<file path="src/rtl/round_timer_if.sv">
// Control and status bundle between the game logic and the round countdown timer.
// The start/pause/abort/ms_tick inputs and the time_up/load_err outputs are single-cycle
// pulses sampled on posedge clk. No handshake is held or acknowledged, and every output is registered.
interface round_timer_if;
   logic       start;
   logic       pause;
   logic       abort;
   logic [7:0] load_val;
   logic       ms_tick;
   logic       timer_en;
   logic [7:0] secs_bcd;
   logic       running;
   logic       warn;
   logic       time_up;
   logic       load_err;
   logic [1:0] state;

   modport master (
      output start, pause, abort, load_val, ms_tick,
      input  timer_en, secs_bcd, running, warn, time_up, load_err, state
   );

   modport slave (
      input  start, pause, abort, load_val, ms_tick,
      output timer_en, secs_bcd, running, warn, time_up, load_err, state
   );
endinterface

</file>
<file path="src/rtl/round_timer_ctrl.sv">
// Round countdown controller: accumulates 1 ms ticks into seconds and counts a two-digit BCD
// round time down to zero, with start, pause/resume and abort.
module round_timer_ctrl #(
   parameter int         MS_PER_SEC = 1000,
   parameter logic [7:0] WARN_BCD   = 8'h05
) (
   input  logic         clk,
   input  logic         reset,
   round_timer_if.slave tmr
);

   localparam int CW = (MS_PER_SEC > 1) ? $clog2(MS_PER_SEC) : 1;
   localparam logic [CW-1:0] MS_LAST = CW'(MS_PER_SEC - 1);

   typedef enum logic [1:0] {
      IDLE    = 2'd0,
      RUN     = 2'd1,
      PAUSE   = 2'd2,
      EXPIRED = 2'd3
   } state_e;

   state_e        state_q, state_d;
   logic [7:0]    secs_q, secs_d;
   logic [CW-1:0] ms_cnt_q, ms_cnt_d;
   logic          timer_en_q, running_q, running_d;
   logic          warn_q, warn_d;
   logic          time_up_q, time_up_d;
   logic          load_err_q, load_err_d;

   logic          load_ok;
   logic [7:0]    secs_dec;

   assign load_ok = (tmr.load_val[7:4] <= 4'd9) && (tmr.load_val[3:0] <= 4'd9) &&
                    (tmr.load_val != 8'h00);

   // BCD decrement: a zero ones digit borrows from the tens digit.
   assign secs_dec = (secs_q[3:0] == 4'd0) ? {secs_q[7:4] - 4'd1, 4'd9}
                                           : {secs_q[7:4], secs_q[3:0] - 4'd1};

   always_ff @(posedge clk) begin
      if (!reset) begin
         state_q    <= IDLE;
         secs_q     <= 8'h00;
         ms_cnt_q   <= '0;
         timer_en_q <= 1'b0;
         running_q  <= 1'b0;
         warn_q     <= 1'b0;
         time_up_q  <= 1'b0;
         load_err_q <= 1'b0;
      end else begin
         state_q    <= state_d;
         secs_q     <= secs_d;
         ms_cnt_q   <= ms_cnt_d;
         timer_en_q <= (state_q == RUN);
         running_q  <= running_d;
         warn_q     <= warn_d;
         time_up_q  <= time_up_d;
         load_err_q <= load_err_d;
      end
   end

   always_comb begin
      state_d    = state_q;
      secs_d     = secs_q;
      ms_cnt_d   = ms_cnt_q;
      time_up_d  = 1'b0;
      load_err_d = 1'b0;

      if (tmr.abort) begin
         state_d  = IDLE;
         secs_d   = 8'h00;
         ms_cnt_d = '0;
      end else begin
         case (state_q)
            IDLE, EXPIRED: begin
               if (!tmr.pause && tmr.start) begin
                  if (load_ok) begin
                     secs_d   = tmr.load_val;
                     ms_cnt_d = '0;
                     state_d  = RUN;
                  end else begin
                     load_err_d = 1'b1;
                  end
               end
            end
            RUN: begin
               if (tmr.ms_tick) begin
                  if (ms_cnt_q == MS_LAST) begin
                     ms_cnt_d = '0;
                     if (secs_q == 8'h01) begin
                        secs_d    = 8'h00;
                        time_up_d = 1'b1;
                        state_d   = EXPIRED;
                     end else begin
                        secs_d = secs_dec;
                     end
                  end else begin
                     ms_cnt_d = ms_cnt_q + 1'b1;
                  end
               end
               // A final tick in the same cycle as pause still expires the round.
               if (tmr.pause && state_d == RUN) begin
                  state_d = PAUSE;
               end
            end
            PAUSE: begin
               if (!tmr.pause && tmr.start) begin
                  state_d = RUN;
               end
            end
            default: state_d = IDLE;
         endcase
      end

      running_d = (state_d == RUN);
      warn_d    = ((state_d == RUN) || (state_d == PAUSE)) &&
                  (secs_d <= WARN_BCD) && (secs_d != 8'h00);
   end

   assign tmr.timer_en = timer_en_q;
   assign tmr.secs_bcd = secs_q;
   assign tmr.running  = running_q;
   assign tmr.warn     = warn_q;
   assign tmr.time_up  = time_up_q;
   assign tmr.load_err = load_err_q;
   assign tmr.state    = state_q;

endmodule

</file>
<file path="src/flat_wrapper.sv">
// flat-port wrapper written by rule: the top's interface ports become plain ports
module round_timer_ctrl_flat 
#(
   parameter int         MS_PER_SEC = 1000,
   parameter logic [7:0] WARN_BCD   = 8'h05
)
  (clk, reset, tmr_start, tmr_pause, tmr_abort, tmr_load_val, tmr_ms_tick, tmr_timer_en, tmr_secs_bcd, tmr_running, tmr_warn, tmr_time_up, tmr_load_err, tmr_state);
  round_timer_if tmr_i ();
  input  logic clk;
  input  logic reset;
  input wire logic [$bits(tmr_i.start)-1:0] tmr_start;
  input wire logic [$bits(tmr_i.pause)-1:0] tmr_pause;
  input wire logic [$bits(tmr_i.abort)-1:0] tmr_abort;
  input wire logic [$bits(tmr_i.load_val)-1:0] tmr_load_val;
  input wire logic [$bits(tmr_i.ms_tick)-1:0] tmr_ms_tick;
  output wire logic [$bits(tmr_i.timer_en)-1:0] tmr_timer_en;
  output wire logic [$bits(tmr_i.secs_bcd)-1:0] tmr_secs_bcd;
  output wire logic [$bits(tmr_i.running)-1:0] tmr_running;
  output wire logic [$bits(tmr_i.warn)-1:0] tmr_warn;
  output wire logic [$bits(tmr_i.time_up)-1:0] tmr_time_up;
  output wire logic [$bits(tmr_i.load_err)-1:0] tmr_load_err;
  output wire logic [$bits(tmr_i.state)-1:0] tmr_state;
  assign tmr_i.start = tmr_start;
  assign tmr_i.pause = tmr_pause;
  assign tmr_i.abort = tmr_abort;
  assign tmr_i.load_val = tmr_load_val;
  assign tmr_i.ms_tick = tmr_ms_tick;
  assign tmr_timer_en = tmr_i.timer_en;
  assign tmr_secs_bcd = tmr_i.secs_bcd;
  assign tmr_running = tmr_i.running;
  assign tmr_warn = tmr_i.warn;
  assign tmr_time_up = tmr_i.time_up;
  assign tmr_load_err = tmr_i.load_err;
  assign tmr_state = tmr_i.state;
  round_timer_ctrl #(.MS_PER_SEC(MS_PER_SEC), .WARN_BCD(WARN_BCD)) u_core (.clk(clk), .reset(reset), .tmr(tmr_i));
endmodule
</file>
<file path="config.mk">
export PLATFORM = sky130hd
export DESIGN_NAME = round_timer_ctrl_flat
export DESIGN_NICKNAME = d
export VERILOG_FILES = /design/src/rtl/round_timer_if.sv /design/src/rtl/round_timer_ctrl.sv /design/src/flat_wrapper.sv
export SDC_FILE = /design/constraint.sdc
export NUM_CORES = 1
export LEC_CHECK = 0
export CORE_MARGIN = 10
export CORE_UTILIZATION = 59
export CTS_BUF_LIST = sky130_fd_sc_hd__clkbuf_2
export CTS_CLUSTER_DIAMETER = 30
export DETAILED_ROUTE_END_ITERATION = 8
export PLACE_DENSITY = 0.87
export SETUP_SLACK_MARGIN = 0.02
export SLEW_MARGIN = 20
export SYNTH_ARGS = -nofsm -noshare
export SYNTH_HDL_FRONTEND = slang
export SYNTH_SLANG_ARGS = --single-unit
</file>
<file path="constraint.sdc">
create_clock -name clk -period 4.5 [get_ports clk]
set_clock_uncertainty 0.05 [all_clocks]
set_input_delay 1.35 -clock clk [delete_from_list [all_inputs] [get_ports clk]]
set_output_delay 1.35 -clock clk [all_outputs]
set_load 0.1 [all_outputs]
</file>
Yosys cells after proc, flatten, opt, wreduce, memory -nomap -nowiden
Index checks and enable logic that the tools add are counted.
{"block": "classes", "n_eq_ne": 11, "n_shift": 0, "mux": 26, "reduce_logical": 18, "addsub": 3, "multipliers": 0, "bitwise": 6, "div": 0, "n_lt_le_gt_ge": 3}
{"op": "two-way mux 8 bit", "count": 7}
{"op": "two-way mux 10 bit", "count": 4}
{"op": "two-way mux 2 bit", "count": 10}
{"op": "case mux 10 bit (2 select lines)", "count": 1}
{"op": "case mux 8 bit (2 select lines)", "count": 1}
{"op": "nonzero test 8 bit", "count": 2}
{"op": "adder 10 x 1 -> 10 bit, second input constant", "count": 1}
{"op": "== test 10 bit, second input constant", "count": 1}
{"op": "== test 8 x 1 -> 1 bit, second input constant", "count": 1}
{"op": "less-or-equal comparator 4 bit, second input constant", "count": 2}
{"op": "less-or-equal comparator 8 x 3 -> 1 bit, second input constant", "count": 1}
{"op": "subtractor 4 x 1 -> 4 bit, second input constant", "count": 2}
{"op": "== test 2 x 1 -> 1 bit, second input constant", "count": 3}
{"op": "== test 2 bit, second input constant", "count": 3}
{"op": "logical AND 1 bit", "count": 6}
{"op": "inverter 1 bit", "count": 6}
{"op": "case mux 2 bit (3 select lines)", "count": 1}
{"op": "OR reduction 5 bit", "count": 1}
{"op": "logical NOT 4 bit", "count": 1}
{"op": "inequality test 2 x 1 -> 1 bit, second input constant", "count": 2}
{"op": "AND reduction 4 bit", "count": 1}
{"op": "OR reduction 2 bit", "count": 2}
{"op": "OR reduction 4 bit", "count": 1}
{"op": "logical NOT 2 bit", "count": 1}
{"op": "5 further kinds", "count": 6}
{"block": "totals", "mem_bits_rw": 0, "register_bits": 25, "mem_count": 0, "latchBits": 0, "out_inout_bits": 15, "mem_bits_ro": 0, "input_bits": 14, "word_cells": 75}

Logic depth before layout (Yosys ltp)
{"block": "logic_depth", "ltp_word": 15, "depth_mapped": 12}

Least setup slack after synthesis
Ideal clock, no wire load.
{"block": "synth_timing", "path_type": "input-to-reg", "from": "input port tmr_load_val[4]", "to": "register u_core.warn_q, in the netlist u_core.tmr.warn", "arrival_time_ns": 3.356, "path_buffers": 1, "cell_stages": 10, "path_slack_ns": 1.002, "required_ns": 4.358, "path_cell_list": "nor4_1 -> and3_1 -> clkbuf_1 -> o31a_1 -> nand2_1 -> o31ai_1 -> nand2_1 -> ha_1 -> a2111o_1 -> nor4_1"}
{"block": "synth_between", "elab_chain_len": 11, "elab_cells_between_ends": 19, "classes_between": "2 x order compare; 2 x eq/ne; 8 x mux; 7 x reduce/logical"}
{"item": "from (decl)", "line": "flat_wrapper.sv:14", "source": "input wire logic [$bits(tmr_i.load_val)-1:0] tmr_load_val;"}
{"item": "parallel branches: the longest is 10 deep, another holds less-or-equal comparator 8 x 3 -> 1 bit"}
{"item": "logical AND 1 bit (*)", "line": "round_timer_ctrl.sv:117", "source": "(secs_d <= WARN_BCD) && (secs_d != 8'h00);"}
{"item": "to (signal assigned)", "line": "round_timer_ctrl.sv:56", "source": "warn_q <= warn_d;"}
{"item": "to (decl)", "line": "round_timer_ctrl.sv:26", "source": "logic warn_q, warn_d;"}
Mark *: on every way between the ends.
A chain may end at the register's enable or synchronous reset.

Final worst setup path
{"block": "layout_timing", "from": "input port tmr_ms_tick", "to": "register u_core.warn_q, in the netlist u_core.tmr.warn"}
{"block": "layout_between", "elab_chain_len": 12, "elab_cells_between_ends": 18, "classes_between": "1 x order compare; 3 x eq/ne; 9 x mux; 5 x reduce/logical"}
{"item": "from (decl)", "line": "flat_wrapper.sv:15", "source": "input wire logic [$bits(tmr_i.ms_tick)-1:0] tmr_ms_tick;"}
{"item": "two-way mux 2 bit (*)", "line": "round_timer_ctrl.sv:87", "source": "if (tmr.ms_tick) begin"}
{"item": "two-way mux 2 bit (*)", "line": "round_timer_ctrl.sv:74", "source": "case (state_q)"}
{"item": "two-way mux 2 bit (*)", "line": "round_timer_ctrl.sv:69", "source": "if (tmr.abort) begin"}
{"item": "== test 2 x 1 -> 1 bit", "line": "round_timer_ctrl.sv:102", "source": "if (tmr.pause && state_d == RUN) begin"}
{"item": "logical AND 1 bit", "line": "round_timer_ctrl.sv:102"}
{"item": "two-way mux 2 bit (*)", "line": "round_timer_ctrl.sv:102"}
{"item": "case mux 2 bit (3 select lines) (*)", "line": "round_timer_ctrl.sv:74"}
{"item": "two-way mux 2 bit (*)", "line": "round_timer_ctrl.sv:69"}
{"item": "net u_core.state_d[0]", "line": "round_timer_ctrl.sv:22", "source": "state_e state_q, state_d;"}
{"item": "== test 2 x 1 -> 1 bit or == test 2 bit (tied branches)", "line": "round_timer_ctrl.sv:116", "source": "warn_d = ((state_d == RUN) || (state_d == PAUSE)) &&"}
{"item": "logical OR 1 bit (*)", "line": "round_timer_ctrl.sv:116"}
{"item": "logical AND 1 bit (*)", "line": "round_timer_ctrl.sv:116"}
{"item": "logical AND 1 bit (*)", "line": "round_timer_ctrl.sv:117"}
The timed path passes the listed nets; every way through them passes the cells marked *. The select of a mux whose other input is x is not followed.

==> reports/qor.yml <==
timing:
  slew_headroom_pct: 33.9
  hold_ws_ps: 488
  rsz_0062_raised_after_global_routing: "false"
  final_hold_violation_count: 0
  timing.final.setup_violations: 0
  min_period_over_period_pct: 83.4
  finalMaxSlewViolations: 0
  final.min_clock_period_ps: 3750
  fmax_mhz: 267
  final.setup.tns_ps: 0
  worstMarginPinSlew_ps: 988
yosys:
  syn_area_um2: 1650
  post_synth_fa_ha_maj_area_fraction_pct: 5.31
  synth.yosys.seq_area_share_pct: 30.3
  largest_family_of_logic_cells_by_synthesized_area: "simple AND/OR/NAND/NOR gates"
  warning_count_from_the_yosys_run: 0
  netlist-cell-type-count: 49
  synthXorXnorAreaFrac_pct: 4.78
  synth_compound_gate_area_share_pct: 17.3
  ys_seq_elements: 25
  syn_nets: 233
  synthesis.instances: 212
  post_synth.cell_area_avg_um2: 7.78
  async_reset_ff_share_pct: 0
  synth_edf_count: 0
  fraction_of_synthesized_area_in_multiplexers_pct: 4.25
  ys.flop_type: "sky130_fd_sc_hd__dfxtp_1"
  post_synth_and_or_nand_nor_area_fraction_pct: 34.6
cts:
  bufs_on_longest_clock_path: 2
  cts.root.buffer_cell: "sky130_fd_sc_hd__clkbuf_2"
  cts-hold-fix-buffers: 0
  path_clk_slew_ps: 240
  clock_insertion_delay_worst_skew_ps: 340
  cts_tree: "yes"
  total_cts_buffers: 3
  cts_sinks: 25
  cts-htree-levels: 1
  ctsResizeCount: 0
  post_cts_setup_bufs: 0
die:
  row_count: 19
  pin_count: 29
  dieWidth_um: 72.9
  die-height_um: 72.9
  overall_die_area_um2: 5310
  coreArea_um2: 2710
  floorplan.initialDensity_pct: 60.8
global_routing:
  grt_max_degree: 17
  grt_pass1_vias: 1525
  antenna_found_initial: 0
  grt_first_pass_wirelength_mm: 7.33
  globalRoute.totalOverflow: 0
  grt_util_all_layers_pct: 16.6
setup_path:
  element_type_at_the_critical_path_start: "primary input"
  timing.critical_path.fanout_max: 4
  r2r_setup_slack_ps: 1430
  worst_r2r_endpoint: "u_core.tmr.warn"
  critPathArrivalTime_ps: 3970
  cp.required_ps: 4720
  worstSetupEndpoint: "u_core.tmr.warn"
  timing.critical_path.to_type: "flip-flop"
  worst_r2r_startpoint: "u_core.ms_cnt_q[2]"
  crit_path_start: "tmr_ms_tick"
  critical_path_type: "in2reg"
  r2r_cells: 9
final_layout:
  number_of_nets_in_the_layout: 259
  drive_gt1_share_pct: 4.64
  flow.area_growth_from_synthesis_pct: 19.0
  stdcell_area_um2: 1960
  area.sequential_um2: 500
  fillers: 226
  antenna-diode-count: 0
  multi_input_comb_area_um2: 1090
  layoutNonFillerInstCount: 268
worst_hold_path:
  min_path_type: "reg2reg"
route:
  detail_route.wl_per_cell_um: 16.2
  route.final.wire_length_mm: 4.33
  drtIter0Drc: 204
  num_vias: 1683
  drc: 0
  detail_route.vias_per_cell: 6.28
  ant_nets: 0
  firstDrtPassIters: 5
placement:
  dp_hpwl_mm: 3.35
  routabilityCongestion: 0.966
  io_buffers: 28
  dp_cells: 264
  placedInstanceArea_um2: 1940
pwr:
  worst_ir_drop_vdd_v: 0.000147
  power-per-cell-area_nw_per_um2: 199
  p_leak_nw: 0.688
flow_run:
  max-cap-violations: 0
status:
  outcome: "complete, no violations"
[cells in the mapped netlist, types with 4 or more instances]
master / n / area, µm²
sky130_fd_sc_hd__a21oi_1: 7 / 35.0
sky130_fd_sc_hd__and2_1: 8 / 50.1
sky130_fd_sc_hd__and3_1: 6 / 37.5
sky130_fd_sc_hd__clkbuf_1: 7 / 26.3
sky130_fd_sc_hd__dfxtp_1: 25 / 500
sky130_fd_sc_hd__ha_1: 7 / 87.6
sky130_fd_sc_hd__inv_1: 7 / 26.3
sky130_fd_sc_hd__mux2i_1: 7 / 70.1
sky130_fd_sc_hd__nand2_1: 22 / 82.6
sky130_fd_sc_hd__nand3_1: 9 / 45.0
sky130_fd_sc_hd__nand4_1: 4 / 25.0
sky130_fd_sc_hd__nor2_1: 25 / 93.8
sky130_fd_sc_hd__nor3_1: 9 / 45.0
sky130_fd_sc_hd__nor4_1: 8 / 50.1
sky130_fd_sc_hd__o21ai_0: 8 / 40.0
sky130_fd_sc_hd__xnor2_1: 5 / 43.8
sky130_fd_sc_hd__xor2_1: 4 / 35.0
[how the worst min path moves through the flow]
| stage | slack [ps] | end | cells past startpoint | from |
|---|---|---|---|---|
| 3_3_place_gp | 450 | u_core.ms_cnt_q[1] | 2 | u_core.ms_cnt_q[1] |
| 3_5_place_dp | 460 | u_core.ms_cnt_q[1] | 2 | u_core.ms_cnt_q[1] |
| 2_1_floorplan | 420 | u_core.ms_cnt_q[1] | 2 | u_core.ms_cnt_q[1] |
| 5_1_grt | 510 | u_core.ms_cnt_q[1] | 2 | u_core.ms_cnt_q[1] |
| 6_report | 490 | u_core.ms_cnt_q[1] | 2 | u_core.ms_cnt_q[1] |
| 4_1_cts | 490 | u_core.ms_cnt_q[1] | 2 | u_core.ms_cnt_q[1] |
[report_power, final]
group	total, mW	leakage [nW]	switching, mW	internal (mW)
sequential	0.227	0.202	0.00296	0.225
combinational	0.0743	0.470	0.0470	0.0273
clock	0.0894	0.0164	0.0693	0.0202
[per-stage QoR]
stage	power, mW	utilization [%]	setup slack (ps)
CTS	0.393	72.4	793
global route	0.413	72.4	584
floorplan	0.278	-	1000
global placement	0.304	71.7	517
finish	0.391	72.4	748
detailed placement	0.305	71.7	387
[final cells by class]
cell class	instances	area share (%)
Inverter	8	1.53
Clock buffer	3	0.765
Tap cell	31	1.98
Multi-Input combinational cell	172	55.7
Sequential cell	25	25.5
Timing Repair Buffer	28	14.3
Clock inverter	1	0.255
[sequential cells by signal, indices dropped and copies added, names as in the netlist]
signal and count:
u_core.tmr.timer_en 1, u_core.ms_cnt_q 10, u_core.tmr.secs_bcd 8, u_core.tmr.running 1
u_core.tmr.load_err 1, u_core.tmr.warn 1, u_core.tmr.state 2, u_core.tmr.time_up 1
[cells by family after synthesis]
logic type                 after synthesis
and+or+nand+nor                        109
AOI/OAI and AO/OA                       40
DFF                                     25
buffers and inverters                   15
xor gates and xnor gates                 9
muxes                                    7
adders and majority gates                7
[critical path, stage by stage]
cell and delay (ps):
sky130_fd_sc_hd__clkdlybuf4s50_1 520, sky130_fd_sc_hd__inv_1 80, sky130_fd_sc_hd__nor4_1 360, sky130_fd_sc_hd__nand2_1 160, sky130_fd_sc_hd__o21ai_0 120, sky130_fd_sc_hd__a221oi_1 100
sky130_fd_sc_hd__a211oi_1 330, sky130_fd_sc_hd__ha_1 290, sky130_fd_sc_hd__a2111o_1 360, sky130_fd_sc_hd__nor4_1 300
[per-layer routing]
| layer | vias up | wire length [µm] | track usage [%] |
|---|---|---|---|
| met5 | - | 0 | 0 |
| met4 | 0 | 20 | 3.16 |
| met3 | 4 | 483 | 4.49 |
| met2 | 76 | 2020 | 25.7 |
| met1 | 775 | 1810 | 22.6 |
| li1 | 828 | - | - |
[cells in the final DEF (no fill, tap or decap), drive strengths merged, types with 2 or more instances in the layout]
master and instances:
clkinv 2, clkbuf 3, nor2b 3, nand4 4, o31ai 2, or3b 2
inv 7, nand3 9, mux2i 7, or4 3, and3 6, xor2 4
nand2 22, nor4 9, a31oi 3, dfxtp 25, a21oi 7, nor2 25
clkdlybuf4s50 28, o21ai 8, or2 2, nor3 9, o211ai 3, ha 7
nand2b 3, xnor2 5, and2 8, o31a 2
(Power assumes the default switching activity.)
